`config.mk`:
```
export PLATFORM = sky130hd
export DESIGN_NAME = seq_alu
export DESIGN_NICKNAME = d
export VERILOG_FILES = /design/src/rtl/seq_alu.sv
export SDC_FILE = /design/constraint.sdc
export NUM_CORES = 1
export LEC_CHECK = 0
export ABC_AREA = 1
export BUFFER_PORTS_ARGS = -buffer_cell sky130_fd_sc_hd__buf_4
export CAP_MARGIN = 10
export CORE_MARGIN = 5
export CORE_UTILIZATION = 65
export CTS_CLUSTER_SIZE = 12
export DETAILED_ROUTE_END_ITERATION = 8
export PLACE_DENSITY_LB_ADDON = 0.1
export SYNTH_ARGS = -nofsm -noshare
export SYNTH_HDL_FRONTEND = slang
export SYNTH_SLANG_ARGS = --single-unit
export TNS_END_PERCENT = 5
```
`constraint.sdc`:
```
create_clock -name clk -period 5.09 [get_ports clk]
set_clock_uncertainty 0.2 [all_clocks]
set_input_delay 0.509 -clock clk [delete_from_list [all_inputs] [get_ports clk]]
set_output_delay 0.509 -clock clk [all_outputs]
set_load 0.05 [all_outputs]
```
`src/rtl/seq_alu.sv`:
```
// Multi-cycle ALU with valid/ready handshakes on both sides.
// MUL/IMUL use iterative shift-add; DIV/IDIV use restoring division.
module seq_alu #(
    parameter  int WIDTH = 8,
    localparam int CW    = $clog2(WIDTH + 1)
) (
    input  logic             clk,
    input  logic             rst,
    input  logic             in_valid,
    output logic             in_ready,
    input  logic [WIDTH-1:0] a,
    input  logic [WIDTH-1:0] b,
    input  logic [3:0]       opcode,
    output logic             out_valid,
    input  logic             out_ready,
    output logic [WIDTH-1:0] result,
    output logic [WIDTH-1:0] result_hi,
    output logic             c,
    output logic             z,
    output logic             v,
    output logic             n,
    output logic             busy
);

    typedef enum logic [3:0] {
        OP_ADD  = 4'h0, OP_SUB  = 4'h1, OP_MUL  = 4'h2, OP_IMUL = 4'h3,
        OP_DIV  = 4'h4, OP_IDIV = 4'h5, OP_AND  = 4'h6, OP_OR   = 4'h7,
        OP_XOR  = 4'h8, OP_NOT  = 4'h9, OP_LSL  = 4'hA, OP_LSR  = 4'hB,
        OP_ASR  = 4'hC, OP_ROL  = 4'hD, OP_ROR  = 4'hE, OP_CMP  = 4'hF
    } op_e;

    typedef enum logic [1:0] {S_IDLE, S_MULT, S_DIVD, S_DONE} state_e;

    state_e           r_state;
    logic [WIDTH-1:0] r_result, r_result_hi;
    logic             r_c, r_z, r_v, r_n, r_out_valid;
    logic [WIDTH-1:0] r_acc, r_mq, r_mcand;
    logic             r_signed, r_neg_q, r_neg_r;
    logic [CW-1:0]    r_cnt;

    op_e              w_op;
    logic             w_signed_in;
    logic [WIDTH-1:0] w_mag_a, w_mag_b;
    logic [WIDTH:0]   w_sum, w_dif;
    logic [WIDTH-1:0] w_res;
    logic             w_res_c, w_res_v;

    assign w_op        = op_e'(opcode);
    assign w_signed_in = (w_op == OP_IMUL) || (w_op == OP_IDIV);
    assign w_mag_a     = (w_signed_in && a[WIDTH-1]) ? -a : a;
    assign w_mag_b     = (w_signed_in && b[WIDTH-1]) ? -b : b;
    assign w_sum       = {1'b0, a} + {1'b0, b};
    assign w_dif       = {1'b0, a} - {1'b0, b};

    // NOTE: every output of this block is defaulted first so no path can infer a latch.
    always_comb begin
        w_res   = '0;
        w_res_c = 1'b0;
        w_res_v = 1'b0;
        case (w_op)
            OP_ADD: begin
                w_res   = w_sum[WIDTH-1:0];
                w_res_c = w_sum[WIDTH];
                w_res_v = (a[WIDTH-1] == b[WIDTH-1]) && (w_sum[WIDTH-1] != a[WIDTH-1]);
            end
            OP_SUB, OP_CMP: begin
                w_res   = w_dif[WIDTH-1:0];
                w_res_c = w_dif[WIDTH];
                w_res_v = (a[WIDTH-1] != b[WIDTH-1]) && (w_dif[WIDTH-1] != a[WIDTH-1]);
            end
            OP_AND: w_res = a & b;
            OP_OR:  w_res = a | b;
            OP_XOR: w_res = a ^ b;
            OP_NOT: w_res = ~a;
            OP_LSL: begin w_res = {a[WIDTH-2:0], 1'b0};        w_res_c = a[WIDTH-1]; end
            OP_LSR: begin w_res = {1'b0, a[WIDTH-1:1]};        w_res_c = a[0];       end
            OP_ASR: begin w_res = {a[WIDTH-1], a[WIDTH-1:1]};  w_res_c = a[0];       end
            OP_ROL: begin w_res = {a[WIDTH-2:0], a[WIDTH-1]};  w_res_c = a[WIDTH-1]; end
            OP_ROR: begin w_res = {a[0], a[WIDTH-1:1]};        w_res_c = a[0];       end
            default: ;
        endcase
    end

    // One shift-add step: {acc, mq} holds the partial product, mq[0] selects the add.
    logic [WIDTH:0]     w_mul_sum;
    logic [2*WIDTH-1:0] w_mul_next, w_prod;
    logic [WIDTH-1:0]   w_prod_lo, w_prod_hi;

    assign w_mul_sum  = {1'b0, r_acc} + (r_mq[0] ? {1'b0, r_mcand} : '0);
    assign w_mul_next = {w_mul_sum, r_mq[WIDTH-1:1]};
    assign w_prod     = r_neg_q ? -w_mul_next : w_mul_next;
    assign w_prod_lo  = w_prod[WIDTH-1:0];
    assign w_prod_hi  = w_prod[2*WIDTH-1:WIDTH];

    // One restoring step: remainder in acc, dividend shifts out of mq as quotient shifts in.
    logic [WIDTH:0]   w_div_shift, w_div_diff;
    logic             w_div_ge;
    logic [WIDTH-1:0] w_rem_next, w_quo_next, w_quo, w_rem;

    assign w_div_shift = {r_acc, r_mq[WIDTH-1]};
    assign w_div_diff  = w_div_shift - {1'b0, r_mcand};
    assign w_div_ge    = !w_div_diff[WIDTH];
    assign w_rem_next  = w_div_ge ? w_div_diff[WIDTH-1:0] : w_div_shift[WIDTH-1:0];
    assign w_quo_next  = {r_mq[WIDTH-2:0], w_div_ge};
    assign w_quo       = r_neg_q ? -w_quo_next : w_quo_next;
    assign w_rem       = r_neg_r ? -w_rem_next : w_rem_next;

    logic w_last;
    assign w_last = (r_cnt == CW'(1));

    always_ff @(posedge clk or posedge rst) begin
        if (rst) begin
            r_state     <= S_IDLE;
            r_result    <= '0;
            r_result_hi <= '0;
            r_c         <= 1'b0;
            r_z         <= 1'b0;
            r_v         <= 1'b0;
            r_n         <= 1'b0;
            r_out_valid <= 1'b0;
            r_acc       <= '0;
            r_mq        <= '0;
            r_mcand     <= '0;
            r_signed    <= 1'b0;
            r_neg_q     <= 1'b0;
            r_neg_r     <= 1'b0;
            r_cnt       <= '0;
        end else begin
            case (r_state)
                S_IDLE: if (in_valid) begin
                    r_signed <= w_signed_in;
                    r_neg_q  <= w_signed_in && (a[WIDTH-1] ^ b[WIDTH-1]);
                    r_neg_r  <= w_signed_in && a[WIDTH-1];
                    r_acc    <= '0;
                    r_cnt    <= CW'(WIDTH);
                    case (w_op)
                        OP_MUL, OP_IMUL: begin
                            r_mcand <= w_mag_a;
                            r_mq    <= w_mag_b;
                            r_state <= S_MULT;
                        end
                        OP_DIV, OP_IDIV: begin
                            if (b == '0) begin
                                r_result    <= '1;
                                r_result_hi <= '0;
                                {r_c, r_z, r_v, r_n} <= 4'b0011;
                                r_out_valid <= 1'b1;
                                r_state     <= S_DONE;
                            end else begin
                                r_mq    <= w_mag_a;
                                r_mcand <= w_mag_b;
                                r_state <= S_DIVD;
                            end
                        end
                        default: begin
                            if (w_op != OP_CMP) begin
                                r_result    <= w_res;
                                r_result_hi <= '0;
                            end
                            r_c         <= w_res_c;
                            r_v         <= w_res_v;
                            r_z         <= (w_res == '0);
                            r_n         <= w_res[WIDTH-1];
                            r_out_valid <= 1'b1;
                            r_state     <= S_DONE;
                        end
                    endcase
                end
                S_MULT: begin
                    r_cnt <= r_cnt - CW'(1);
                    if (w_last) begin
                        r_result    <= w_prod_lo;
                        r_result_hi <= w_prod_hi;
                        r_c         <= 1'b0;
                        r_z         <= (w_prod_lo == '0);
                        r_n         <= w_prod_lo[WIDTH-1];
                        r_v         <= r_signed ? (w_prod_hi != {WIDTH{w_prod_lo[WIDTH-1]}})
                                                : (|w_prod_hi);
                        r_out_valid <= 1'b1;
                        r_state     <= S_DONE;
                    end else begin
                        r_acc <= w_mul_next[2*WIDTH-1:WIDTH];
                        r_mq  <= w_mul_next[WIDTH-1:0];
                    end
                end
                S_DIVD: begin
                    r_cnt <= r_cnt - CW'(1);
                    r_acc <= w_rem_next;
                    r_mq  <= w_quo_next;
                    if (w_last) begin
                        r_result    <= w_quo;
                        r_result_hi <= w_rem;
                        r_c         <= 1'b0;
                        r_z         <= (w_quo == '0);
                        r_n         <= w_quo[WIDTH-1];
                        // Only MIN / -1 yields a positive magnitude with the sign bit set.
                        r_v         <= r_signed && !r_neg_q && w_quo_next[WIDTH-1];
                        r_out_valid <= 1'b1;
                        r_state     <= S_DONE;
                    end
                end
                S_DONE: if (out_ready) begin
                    r_out_valid <= 1'b0;
                    r_state     <= S_IDLE;
                end
                default: r_state <= S_IDLE;
            endcase
        end
    end

    assign in_ready  = (r_state == S_IDLE);
    assign busy      = (r_state != S_IDLE);
    assign out_valid = r_out_valid;
    assign result    = r_result;
    assign result_hi = r_result_hi;
    assign c         = r_c;
    assign z         = r_z;
    assign v         = r_v;
    assign n         = r_n;

endmodule

```
==> impl_metrics.prom, run 1 <==
# TYPE chip_impl_metric gauge
chip_impl_info{name="outcome",value="finished, final reports clean"} 1
chip_impl_metric{name="grt_use_total",unit="%"} 32.7
chip_impl_metric{name="core",unit="mm2"} 0.00977
chip_impl_metric{name="detailedRoute.firstIterationViolations",unit=""} 773
chip_impl_metric{name="avgSynthCellArea",unit="um2"} 6.28
chip_impl_metric{name="post_synth_edffs",unit=""} 0
chip_impl_metric{name="remaining_drc_errors",unit=""} 0
chip_impl_metric{name="floorplan.rows",unit=""} 36
chip_impl_metric{name="diodes_inserted",unit=""} 0
chip_impl_metric{name="r2r_setup_slack",unit="ps"} 1510
chip_impl_info{name="dominantRegCellSynth",value="dfrtp_1"} 1
chip_impl_metric{name="design_area",unit="mm2"} 0.00702
chip_impl_metric{name="peakVddDrop",unit="mV"} 0.643
chip_impl_metric{name="power.internal",unit="mW"} 1.86
chip_impl_metric{name="power.leakage",unit="nW"} 3.79
chip_impl_metric{name="cts-root-to-sink-buffers",unit=""} 2
chip_impl_metric{name="grt_max_degree",unit=""} 55
chip_impl_metric{name="max_freq",unit="GHz"} 0.280
chip_impl_metric{name="clock_transition_at_path_regs",unit="ps"} 110
chip_impl_metric{name="drv_cap",unit=""} 0
chip_impl_metric{name="grt_first_pass_wirelength",unit="um"} 31500
chip_impl_metric{name="critPathMaxStageDelay",unit="ps"} 400
chip_impl_metric{name="finalCritPeriodShare",unit="%"} 70.3
chip_impl_info{name="critical_path.reg2reg.endpoint",value="z$_DFFE_PP0P_"} 1
chip_impl_metric{name="total_cts_buffers",unit=""} 5
chip_impl_metric{name="worst_hold_slack",unit="ps"} 154
chip_impl_metric{name="post_synth_xor_xnor_area",unit="%"} 3.33
chip_impl_metric{name="place_inst",unit=""} 1196
chip_impl_metric{name="cts_setup_buffers",unit=""} 0
chip_impl_metric{name="drtAntennaViolNets",unit=""} 0
chip_impl_metric{name="async_reset_ff_share",unit="%"} 100
chip_impl_info{name="clock_tree.root_cell",value="clkbuf_8"} 1
chip_impl_metric{name="post_synth_instance_area",unit="mm2"} 0.00654
chip_impl_metric{name="drive_gt1_share",unit="%"} 10.6
chip_impl_metric{name="design.die.area",unit="mm2"} 0.0122
chip_impl_metric{name="timing_max_transition_violations_final",unit=""} 0
chip_impl_metric{name="dr_total_vias",unit=""} 7029
chip_impl_info{name="timing.critical_path.from",value="r_mq[7]$_DFFE_PP0P_"} 1
chip_impl_metric{name="wire_per_inst",unit="um"} 15.8
chip_impl_metric{name="power.density",unit="mW/mm2"} 664
chip_impl_metric{name="fillerInstances",unit=""} 904
chip_impl_metric{name="yosys_warnings",unit=""} 0
chip_impl_metric{name="clkPwrFrac",unit="%"} 5.7
chip_impl_metric{name="mappedNetlistNets",unit=""} 1123
chip_impl_metric{name="detailedRoute.firstPassIterationCount",unit=""} 6
chip_impl_metric{name="grt_pass1_vias",unit=""} 6549
chip_impl_metric{name="post_synth_fa_ha_maj_area_fraction",unit="%"} 11.6
chip_impl_metric{name="io_pins",unit=""} 47
chip_impl_info{name="crit_chain",value="inv_1, ha_1, inv_1, fa_1, nand3_1, nand3_2, nand2_1, nand2_1, nand2_2, nand2_4, ha_1, or2_2, xor2_1, nor3_1, nand4_1, a21oi_1, nand3_1, nand2_1, nand2_1, nand2_1, nand2_1, nand2_1"} 1
chip_impl_info{name="cpMaxStageDelayCell",value="fa_1"} 1
chip_impl_metric{name="floorplan.die.width",unit="um"} 110
chip_impl_metric{name="period_minus_slack",unit="ps"} 3580
chip_impl_metric{name="clock_latency_reported_for_the_late_side_of_the_worst_skew_pair",unit="ps"} 330
chip_impl_info{name="yosys-top-cells-area",value="dfrtp_1 (21%), nand2_1 (16%), ha_1 (10%)"} 1
chip_impl_metric{name="final-hold-violation-count",unit=""} 0
chip_impl_info{name="critPathLaunchType",value="flip-flop"} 1
chip_impl_metric{name="synth-compound-area-share",unit="%"} 16.3
chip_impl_metric{name="cts_hold_buf",unit=""} 0
chip_impl_metric{name="critical_path_buf_inv_count",unit=""} 2
chip_impl_metric{name="required",unit="ps"} 5160
chip_impl_metric{name="timing.setup.tns",unit="ps"} 0
chip_impl_metric{name="area_delta_synth_final",unit="%"} 7.36
chip_impl_metric{name="numClockSinks",unit=""} 54
chip_impl_metric{name="comb_power_share",unit="%"} 76.6
chip_impl_metric{name="switching_power",unit="mW"} 2.80
chip_impl_metric{name="die_height",unit="um"} 110
chip_impl_metric{name="swShare",unit="%"} 60.1
chip_impl_info{name="cp_top_family",value="simple AND/OR/NAND/NOR gates"} 1
chip_impl_metric{name="overflow_after_grt",unit=""} 0
chip_impl_metric{name="timing.critical_path.depth",unit=""} 22
chip_impl_metric{name="synth_seq_cells",unit=""} 54
chip_impl_info{name="crit_path_end",value="z$_DFFE_PP0P_"} 1
chip_impl_metric{name="yosysSeqAreaShare",unit="%"} 20.7
chip_impl_metric{name="total_power",unit="mW"} 4.66
chip_impl_metric{name="detailedPlacementHpwl",unit="um"} 15000
chip_impl_metric{name="fin_cells",unit=""} 1204
chip_impl_metric{name="via_per_inst",unit=""} 5.84
chip_impl_info{name="crit-reg2reg-launch",value="r_mq[7]$_DFFE_PP0P_"} 1
chip_impl_metric{name="finish.net_count",unit=""} 1152
chip_impl_metric{name="cts_resized",unit=""} 0
chip_impl_info{name="unrepaired_setup_endpoints_after_global_routing",value="false"} 1
chip_impl_metric{name="wirelength",unit="um"} 19000
chip_impl_metric{name="antenna_violations_before_repair",unit=""} 0
chip_impl_info{name="cts_tree",value="done"} 1
chip_impl_metric{name="initial_utilization",unit="%"} 66.9
chip_impl_metric{name="setup-violations-final",unit=""} 0
chip_impl_metric{name="portBuffers",unit=""} 46
chip_impl_metric{name="finalWeightedCongestion",unit=""} 1.00
chip_impl_info{name="synth_top_family_by_area",value="simple AND/OR/NAND/NOR gates"} 1
chip_impl_metric{name="post_detailed_placement_cell_area",unit="mm2"} 0.00693
chip_impl_metric{name="cts.htree.levels",unit=""} 2
chip_impl_info{name="synth.largest_area_cell",value="dfrtp_1"} 1
chip_impl_metric{name="worstPathMaxFanout",unit=""} 17
chip_impl_metric{name="synth_cell_types",unit=""} 51
chip_impl_metric{name="muxShareOfSynthArea",unit="%"} 0
chip_impl_metric{name="timing.slew.headroom",unit="%"} 34.3
chip_impl_metric{name="sequentialPowerShare",unit="%"} 17.6
chip_impl_info{name="capturing_element_type_of_the_critical_path",value="flip-flop"} 1
chip_impl_info{name="cp_common_cell",value="nand2_1"} 1
chip_impl_metric{name="synth_simple_gate_area_share",unit="%"} 36.4
chip_impl_info{name="timing.hold.worst.class",value="primary input to async pin"} 1
chip_impl_metric{name="syn_inst",unit=""} 1041
chip_impl_metric{name="reg2regPathDepth",unit=""} 22
chip_impl_info{name="worstSetupPathType",value="flip-flop to flip-flop"} 1
chip_impl_metric{name="fraction_of_post_synthesis_cell_area_in_the_top_cell_type_by_area",unit="%"} 20.7
chip_impl_metric{name="worst_margin_slew",unit="ps"} 981
chip_impl_metric{name="endpoint_arrival_time_on_the_critical_path",unit="ps"} 3650
[cells in the mapped netlist (3+ instances only)]
| cell | count |
|---|---|
| a21oi_1 | 39 |
| a22o_1 | 3 |
| a22oi_1 | 5 |
| a31oi_1 | 3 |
| buf_2 | 11 |
| clkbuf_1 | 10 |
| dfrtp_1 | 54 |
| fa_1 | 4 |
| ha_1 | 54 |
| inv_1 | 154 |
| inv_2 | 10 |
| nand2_1 | 285 |
| nand2_2 | 14 |
| nand2_4 | 8 |
| nand3_1 | 98 |
| nand3_2 | 3 |
| nand4_1 | 24 |
| nor2_1 | 77 |
| nor2_2 | 5 |
| nor3_1 | 12 |
| o211ai_1 | 9 |
| o21ai_0 | 64 |
| o21ai_1 | 6 |
| o21ai_2 | 3 |
| o221ai_1 | 3 |
| o22ai_1 | 26 |
| or2_2 | 5 |
| xnor2_1 | 4 |
| xor2_1 | 19 |
[final cells by class]
class | count | area (um2) | area share, %
tap | 133 | 166 | 2.37
timing repair buffer | 48 | 360 | 5.13
clock buffer | 5 | 68.8 | 0.980
inverter | 166 | 626 | 8.91
clock inverter | 3 | 28.8 | 0.410
multi-input combinational | 795 | 4420 | 63.0
sequential | 54 | 1350 | 19.2
[worst min-delay path, delay by kind of cell]
family / cells / cell delay (ps)
buffers and inverters: 3 / 670
[registers in the layout (all words and copies together), names as in the netlist]
name / flops
r_cnt: 4
v: 1
result_hi: 8
n: 1
r_neg_q: 1
c: 1
r_acc: 8
r_neg_r: 1
r_mcand: 8
result: 8
out_valid: 1
r_state: 2
r_signed: 1
r_mq: 8
z: 1
[per-stage QoR]
step           utilization (%)  worst slack (ps)
3_3_place_gp              70.9              1680
2_1_floorplan                -              1830
6_report                  71.9              1510
3_5_place_dp              70.9              1570
4_1_cts                   71.9              1560
5_1_grt                   71.9              1280
[metal layers]
metal / global-route usage, % / wire length [um]
met3: 4.37 / 1560
met2: 56.0 / 8960
met5: 0 / 0
met1: 42.2 / 7710
met4: 11.8 / 733
[power by group through the flow]
stage,clock [mW],sequential (mW),combinational (mW)
finish,0.267,0.823,3.57
global route,0.280,0.850,3.98
CTS,0.263,0.818,3.51
detailed placement,0,0.826,3.48
global placement,0,0.822,3.45
floorplan,0,0.992,2.58
[cells in the final DEF, fill, tap and decap left out, drive strengths merged, types with 2 or more instances in the layout]
cell type,Yosys,final
dfrtp,54,54
nor3,14,14
clkinv,1,3
a31oi,3,3
clkbuf,10,5
o21ai,74,74
nand2,307,307
o21bai,2,2
a21oi,40,40
nand3b,2,2
or2,5,5
nand4,24,24
xor2,20,20
nand3,101,101
a22o,3,3
fa,4,4
buf,16,48
o2111ai,2,2
o22ai,26,26
nor2,83,83
o221ai,3,3
ha,54,54
a22oi,5,5
inv,165,166
xnor2,4,4
o211ai,9,9
a211oi,2,2
[kinds of logic after synthesis]
group,count (synthesis)
buffers and inverters,192
AND/OR/NAND/NOR,537
XOR/XNOR,24
flip-flops,54
adder cells (fa/ha/maj),58
AO/OA/AOI/OAI,176
[how the worst min path moves through the flow]
stage,from,endpoint,cells after the start
after global placement,result_hi[6]$_DFFE_PP0P_,result_hi[6]$_DFFE_PP0P_,2
after floorplan,r_cnt[3]$_DFFE_PP0P_,r_cnt[3]$_DFFE_PP0P_,2
after detailed placement,result_hi[6]$_DFFE_PP0P_,result_hi[6]$_DFFE_PP0P_,2
final,rst,result_hi[1]$_DFFE_PP0P_,3
after CTS,rst,result[5]$_DFFE_PP0P_,3
after global routing,rst,result[5]$_DFFE_PP0P_,3
(Power assumes the default switching activity.)
==> inputs of run 2 (changes only) <==
Settings changed: CORE_UTILIZATION 65 to 63.
Clock period 5.09 ns to 3.7 ns, I/O delays scaled along.
==> run 2 against run 1 <==
  * First-iteration DRC count decreased by 9.6%
  * Wire length increased by 2.8%
  * Fmax increased by 7.1%
  * Critical endpoint unchanged
  * Sequential power increased by 39%
  * Via count increased by 0.21%
  * Combinational power increased by 41%
  * Register-to-register slack got worse by 1200 ps
  * Clock-buffer cell count unchanged
  * Highest routed layer unchanged
==> impl_metrics.prom, run 2 (synthesis gave the netlist of run 1 again) <==
# TYPE chip_impl_metric gauge
chip_impl_metric{name="timing.slew.headroom",unit="%"} 38.1
chip_impl_info{name="outcome",value="finished, final reports clean"} 1
chip_impl_metric{name="multi_input_comb_area",unit="mm2"} 0.00442
chip_impl_metric{name="total_cts_buffers",unit=""} 5
chip_impl_info{name="layout.cells.most_common",value="nand2_1"} 1
chip_impl_metric{name="cts.htree.levels",unit=""} 2
chip_impl_metric{name="timing.setup.tns",unit="ps"} 0
chip_impl_metric{name="timing_max_transition_violations_final",unit=""} 0
chip_impl_metric{name="floorplan.rows",unit=""} 37
chip_impl_metric{name="clock_latency_reported_for_the_late_side_of_the_worst_skew_pair",unit="ps"} 330
chip_impl_metric{name="detailedRoute.firstPassIterationCount",unit=""} 6
chip_impl_metric{name="finalCritPeriodShare",unit="%"} 90.3
chip_impl_metric{name="wire_per_inst",unit="um"} 16.1
chip_impl_metric{name="layout_setup_ws",unit="ps"} 360
chip_impl_info{name="cpMaxStageDelayCell",value="dfrtp_1"} 1
chip_impl_metric{name="grt_first_pass_wirelength",unit="um"} 32300
chip_impl_metric{name="final-hold-violation-count",unit=""} 0
chip_impl_metric{name="clock_transition_at_path_regs",unit="ps"} 110
chip_impl_info{name="worstSetupPathType",value="flip-flop to flip-flop"} 1
chip_impl_info{name="critPathLaunchType",value="flip-flop"} 1
chip_impl_metric{name="power.leakage",unit="nW"} 3.81
chip_impl_metric{name="overflow_after_grt",unit=""} 0
chip_impl_metric{name="grt_max_degree",unit=""} 44
chip_impl_info{name="clock_tree.root_cell",value="clkbuf_8"} 1
chip_impl_metric{name="required",unit="ps"} 3780
chip_impl_metric{name="cts-root-to-sink-buffers",unit=""} 2
chip_impl_info{name="cp_common_cell",value="nand2_1"} 1
chip_impl_metric{name="fillerInstances",unit=""} 965
chip_impl_metric{name="design.die.area",unit="mm2"} 0.0125
chip_impl_metric{name="finalWeightedCongestion",unit=""} 1.03
chip_impl_metric{name="cts_hold_buf",unit=""} 0
chip_impl_metric{name="wirelength",unit="um"} 19500
chip_impl_metric{name="drive_gt1_share",unit="%"} 11.1
chip_impl_info{name="timing.hold.worst.class",value="primary input to async pin"} 1
chip_impl_metric{name="setup-violations-final",unit=""} 0
chip_impl_metric{name="finish.net_count",unit=""} 1157
chip_impl_metric{name="numClockSinks",unit=""} 54
chip_impl_metric{name="remaining_drc_errors",unit=""} 0
chip_impl_metric{name="period_minus_slack",unit="ps"} 3340
chip_impl_metric{name="endpoint_arrival_time_on_the_critical_path",unit="ps"} 3410
chip_impl_metric{name="detailedPlacementHpwl",unit="um"} 15500
chip_impl_metric{name="io_pins",unit=""} 47
chip_impl_metric{name="core",unit="mm2"} 0.0102
chip_impl_metric{name="via_per_inst",unit=""} 5.81
chip_impl_metric{name="critPathMaxStageDelay",unit="ps"} 400
chip_impl_info{name="unrepaired_setup_endpoints_after_global_routing",value="false"} 1
chip_impl_metric{name="register_area",unit="mm2"} 0.00135
chip_impl_metric{name="diodes_inserted",unit=""} 0
chip_impl_metric{name="detailedRoute.firstIterationViolations",unit=""} 699
chip_impl_metric{name="antenna_violations_before_repair",unit=""} 0
chip_impl_metric{name="drv_cap",unit=""} 0
chip_impl_metric{name="worst_margin_slew",unit="ps"} 927
chip_impl_metric{name="place_worst_setup_slack",unit="ps"} 392
chip_impl_metric{name="max_freq",unit="GHz"} 0.299
chip_impl_metric{name="grt_pass1_vias",unit=""} 6575
chip_impl_metric{name="die_height",unit="um"} 112
chip_impl_info{name="cts_tree",value="done"} 1
chip_impl_info{name="crit_chain",value="inv_2, ha_1, inv_1, fa_1, nand3_1, nand3_2, nand2_1, nand2_1, nand2_2, nand2_4, ha_1, or2_2, xor2_1, nor3_1, nand4_1, a21oi_1, nand3_1, nand2_1, nand2_1, nand2_1, nand2_1, nand2_1"} 1
chip_impl_metric{name="area_delta_synth_final",unit="%"} 7.99
chip_impl_metric{name="drtAntennaViolNets",unit=""} 0
chip_impl_metric{name="dr_total_vias",unit=""} 7044
chip_impl_metric{name="floorplan.die.width",unit="um"} 112
chip_impl_metric{name="peakVddDrop",unit="mV"} 0.720
chip_impl_metric{name="portBuffers",unit=""} 46
chip_impl_metric{name="grt_use_total",unit="%"} 31.2
chip_impl_metric{name="power.density",unit="mW/mm2"} 925
chip_impl_info{name="layout.cells.most_common_list",value="nand2_1 (285), inv_1 (152), nand3_1 (98), nor2_1 (77), o21ai_0 (64)"} 1
chip_impl_info{name="capturing_element_type_of_the_critical_path",value="flip-flop"} 1
chip_impl_metric{name="cts_setup_buffers",unit=""} 0
chip_impl_metric{name="worstPathMaxFanout",unit=""} 5
chip_impl_metric{name="cts_resized",unit=""} 0
chip_impl_metric{name="initial_utilization",unit="%"} 63.9
## run 2: cell types whose count changed in the layout (fill, tap and decap cells not counted), sizes merged
cell	before	now
buf	48	53
## run 2: final timing paths
check                                         start                        to  slack, ps  cells past startpoint
min in group clk                               b[6]    r_state[0]$_DFFE_PP0P_        240                      4
hold / removal                                  rst     result[0]$_DFFE_PP0P_         40                      2
hold reg to reg            result_hi[3]$_DFFE_PP0P_  result_hi[3]$_DFFE_PP0P_        290                      2
setup / recovery                r_mq[7]$_DFFE_PP0P_             z$_DFFE_PP0P_        360                     22
max in group asynchronous                       rst    r_mcand[0]$_DFFE_PP0P_       2540                      3
setup reg to reg                r_mq[7]$_DFFE_PP0P_             z$_DFFE_PP0P_        360                     22
## run 2: report_power, final
| part | total (mW) | internal [mW] | switching [mW] | leakage, nW |
|---|---|---|---|---|
| clock | 0.370 | 0.141 | 0.229 | 0.0502 |
| sequential | 1.14 | 0.871 | 0.266 | 0.683 |
| combinational | 5.03 | 1.58 | 3.44 | 3.08 |
## run 2: per-stage QoR
step	std cells	power, mW	util (%)	cell area, um2	hold slack [ps]
2_1_floorplan	1041	4.91	-	6540	252
3_3_place_gp	1204	5.97	68.1	6970	265
3_5_place_dp	1204	6.06	68.1	6970	269
4_1_cts	1212	6.44	69.1	7070	62.4
5_1_grt	1212	7.13	69.1	7070	116
6_report	1212	6.53	69.1	7070	43.0
## run 2: worst max-delay path, delay by kind of cell, from the launching register on
kind	cells	cell delay (ps)
XOR/XNOR	1	160
adder cells (fa/ha/maj)	3	730
flip-flops	1	400
buffers and inverters	2	170
AO/OA/AOI/OAI	1	160
AND/OR/NAND/NOR	15	1440
## run 2: area by class of cell
type | instances | area share, %
tap | 136 | 2.41
multi-input combinational | 795 | 62.6
timing repair buffer | 53 | 5.63
clock inverter | 3 | 0.407
inverter | 166 | 8.85
sequential | 54 | 19.1
clock buffer | 5 | 0.974
## run 2: routing by layer
metal  GRT usage (%)  up-vias  part of all wire (%)
met4            13.3        0                   3.9
met1            40.8     3208                    42
met2            52.4      313                    48
li1                -     3472                     -
met5               0        -                     0
met3            3.48       51                   6.8
==> inputs of run 3 (changes only) <==
--- a/config.mk
+++ b/config.mk
@@ -14,3 +14,4 @@
 export DETAILED_ROUTE_END_ITERATION = 8
-export PLACE_DENSITY_LB_ADDON = 0.1
+export PLACE_DENSITY = 0.83
+export SLEW_MARGIN = 20
 export SYNTH_ARGS = -nofsm -noshare
==> constraint.sdc (replaced) <==
create_clock -name clk -period 3.7 [get_ports clk]
set_clock_uncertainty 0.2 [all_clocks]
set_input_delay 0.185 -clock clk [delete_from_list [all_inputs] [get_ports clk]]
set_output_delay 0.185 -clock clk [all_outputs]
set_load 0.05 [all_outputs]
==> run 3 against run 2 <==
  * Largest power group unchanged
  * Die area unchanged
  * Hold slack improved by 8.9 ps
  * Via count grew 0.40%
  * Clock-buffer cell count unchanged
  * Setup slack got worse by 12 ps
  * Critical path type unchanged
  * Fmax down 0.36%
  * Sequential power is essentially flat
  * Largest cell class unchanged
  * First-iteration DRC count shrank 0.29%
  * Critical path depth stayed put
==> impl_metrics.prom, run 3 (synthesis gave the netlist of run 1 again) <==
# TYPE chip_impl_metric gauge
chip_impl_metric{name="io_pins",unit=""} 47
chip_impl_info{name="cp_common_cell",value="nand2_1"} 1
chip_impl_info{name="crit-reg2reg-launch",value="r_mq[7]$_DFFE_PP0P_"} 1
chip_impl_metric{name="met1_length",unit="um"} 7960
chip_impl_metric{name="endpoint_arrival_time_on_the_critical_path",unit="ps"} 3440
chip_impl_metric{name="detailedRoute.firstIterationViolations",unit=""} 697
chip_impl_metric{name="finish.net_count",unit=""} 1160
chip_impl_info{name="layout.cells.most_common",value="nand2_1"} 1
chip_impl_metric{name="timing.setup.tns",unit="ps"} 0
chip_impl_metric{name="wl_met3",unit="um"} 1550
chip_impl_metric{name="area_delta_synth_final",unit="%"} 8.38
chip_impl_metric{name="portBuffers",unit=""} 46
chip_impl_metric{name="cts.htree.levels",unit=""} 2
chip_impl_info{name="unrepaired_setup_endpoints_after_global_routing",value="false"} 1
chip_impl_metric{name="remaining_drc_errors",unit=""} 0
chip_impl_metric{name="overflow_after_grt",unit=""} 0
chip_impl_metric{name="finalWeightedCongestion",unit=""} 1.02
chip_impl_metric{name="grt_max_degree",unit=""} 30
chip_impl_metric{name="dr_wl_met2",unit="um"} 9440
chip_impl_metric{name="grt_pass1_vias",unit=""} 6613
chip_impl_metric{name="total_power",unit="mW"} 6.53
chip_impl_metric{name="cts-root-to-sink-buffers",unit=""} 2
chip_impl_info{name="worstSetupPathType",value="flip-flop to flip-flop"} 1
chip_impl_info{name="layout.cells.most_common_list",value="nand2_1 (285), inv_1 (153), nand3_1 (98), nor2_1 (77), o21ai_0 (64)"} 1
chip_impl_metric{name="r2r_setup_slack",unit="ps"} 350
chip_impl_metric{name="fin_cells",unit=""} 1215
chip_impl_metric{name="critPathMaxStageDelay",unit="ps"} 400
chip_impl_info{name="timing.hold.worst.class",value="primary input to flip-flop"} 1
chip_impl_metric{name="grt_use_total",unit="%"} 31.2
chip_impl_metric{name="finalCritPeriodShare",unit="%"} 90.6
chip_impl_metric{name="detailedPlacementHpwl",unit="um"} 15600
chip_impl_metric{name="timing.slew.headroom",unit="%"} 58.5
chip_impl_metric{name="antenna_violations_before_repair",unit=""} 0
chip_impl_info{name="outcome",value="finished, final reports clean"} 1
chip_impl_metric{name="dr_total_vias",unit=""} 7072
chip_impl_metric{name="core",unit="mm2"} 0.0102
chip_impl_metric{name="required",unit="ps"} 3790
chip_impl_metric{name="worstPathMaxFanout",unit=""} 5
chip_impl_metric{name="numClockSinks",unit=""} 54
chip_impl_metric{name="cts_setup_buffers",unit=""} 0
chip_impl_info{name="capturing_element_type_of_the_critical_path",value="flip-flop"} 1
chip_impl_info{name="worstHoldStart",value="b[6]"} 1
chip_impl_info{name="critPathLaunchType",value="flip-flop"} 1
chip_impl_metric{name="wire_per_inst",unit="um"} 16.1
chip_impl_metric{name="layout_setup_ws",unit="ps"} 348
chip_impl_metric{name="drtAntennaViolNets",unit=""} 0
chip_impl_metric{name="die_height",unit="um"} 112
chip_impl_metric{name="detailedRoute.firstPassIterationCount",unit=""} 7
chip_impl_info{name="cpMaxStageDelayCell",value="fa_1"} 1
chip_impl_metric{name="cts_resized",unit=""} 0
chip_impl_metric{name="design.die.area",unit="mm2"} 0.0125
chip_impl_metric{name="fin_util",unit="%"} 69.3
chip_impl_metric{name="power.density",unit="mW/mm2"} 921
chip_impl_info{name="timing.critical_path.from",value="r_mq[7]$_DFFE_PP0P_"} 1
chip_impl_metric{name="grt_first_pass_wirelength",unit="um"} 32300
chip_impl_metric{name="via_per_inst",unit=""} 5.82
chip_impl_metric{name="clock_transition_at_path_regs",unit="ps"} 120
chip_impl_metric{name="place_worst_setup_slack",unit="ps"} 384
chip_impl_metric{name="floorplan.die.width",unit="um"} 112
chip_impl_metric{name="timing_max_transition_violations_final",unit=""} 0
chip_impl_metric{name="setup-violations-final",unit=""} 0
chip_impl_metric{name="final-hold-violation-count",unit=""} 0
chip_impl_metric{name="total_cts_buffers",unit=""} 5
chip_impl_metric{name="critical_path_buf_inv_count",unit=""} 2
chip_impl_info{name="crit_chain",value="inv_1, ha_1, inv_1, fa_1, nand3_1, nand3_2, nand2_1, nand2_1, nand2_2, nand2_4, ha_1, or2_2, xor2_1, nor3_1, nand4_1, a21oi_1, nand3_1, nand2_1, nand2_1, nand2_1, nand2_1, nand2_1"} 1
chip_impl_info{name="cp_top_family",value="simple AND/OR/NAND/NOR gates"} 1
chip_impl_metric{name="wirelength",unit="um"} 19600
chip_impl_metric{name="drv_cap",unit=""} 0
chip_impl_metric{name="initial_utilization",unit="%"} 63.9
chip_impl_metric{name="drive_gt1_share",unit="%"} 11.1
chip_impl_metric{name="diodes_inserted",unit=""} 0
chip_impl_info{name="clock_tree.root_cell",value="clkbuf_8"} 1
chip_impl_metric{name="place_inst",unit=""} 1206
chip_impl_metric{name="floorplan.rows",unit=""} 37
chip_impl_metric{name="period_minus_slack",unit="ps"} 3350
chip_impl_metric{name="clock_latency_reported_for_the_late_side_of_the_worst_skew_pair",unit="ps"} 340
chip_impl_metric{name="worst_margin_slew",unit="ps"} 620
chip_impl_info{name="cts_tree",value="done"} 1
chip_impl_metric{name="peakVddDrop",unit="mV"} 0.916
chip_impl_info{name="top_layer",value="met4"} 1
chip_impl_metric{name="power.leakage",unit="nW"} 3.83
chip_impl_metric{name="max_freq",unit="GHz"} 0.298
[run 3: worst paths after layout]
path / endpoint / depth (start not counted)
min in group asynchronous: result[5]$_DFFE_PP0P_ / 3
worst min register to register: result_hi[7]$_DFFE_PP0P_ / 2
worst max register to register: z$_DFFE_PP0P_ / 22
worst max-delay path: z$_DFFE_PP0P_ / 22
max in group asynchronous: r_mcand[4]$_DFFE_PP0P_ / 4
worst min-delay path: r_state[0]$_DFFE_PP0P_ / 4
[run 3: through the flow]
| step | hold slack (ps) | instance area [um2] |
|---|---|---|
| after global routing | 80.3 | 7090 |
| after detailed placement | 82.4 | 6980 |
| after floorplan | 231 | 6540 |
| after global placement | 68.4 | 6980 |
| after CTS | 47.0 | 7090 |
| final | 51.9 | 7090 |
[run 3: per-layer routing]
layer | vias to the layer above | track usage [%]
li1 | 3472 | -
met1 | 3215 | 40.8
met2 | 338 | 53.6
met3 | 47 | 3.42
met4 | 0 | 10.7
met5 | - | 0
[run 3: worst reg2reg max path: stages, from the launching register on]
cell,delay [ps]
dfrtp_1,390
inv_1,140
ha_1,160
inv_1,70
fa_1,400
nand3_1,100
nand3_2,90
nand2_1,110
nand2_1,70
nand2_2,100
nand2_4,50
ha_1,190
or2_2,320
xor2_1,160
nor3_1,140
nand4_1,120
a21oi_1,130
nand3_1,80
nand2_1,70
nand2_1,50
nand2_1,60
nand2_1,50
nand2_1,60
[run 3: final cells by class]
| cell class | count | area [um2] |
|---|---|---|
| clock buffers | 5 | 68.8 |
| clock inverters | 3 | 28.8 |
| fillers | 983 | 3140 |
| inverters | 166 | 626 |
| multi-input cells | 795 | 4420 |
| flip-flops and latches | 54 | 1350 |
| well taps | 136 | 170 |
| repair buffers | 56 | 423 |
[run 3: timing repair]
item | 4_1_cts | 5_1_grt
endpoints found under the hold margin | 26 | 0
hold buffers | 1 | 0
endpoints found under the setup margin | 0 | 0
[run 3: report_power, final]
group / switching, mW / internal (mW) / leakage [nW] / total [mW]
combinational: 3.44 / 1.59 / 3.09 / 5.03
clock: 0.242 / 0.141 / 0.0502 / 0.384
sequential: 0.248 / 0.872 / 0.683 / 1.12
total: 3.93 / 2.60 / 3.83 / 6.53
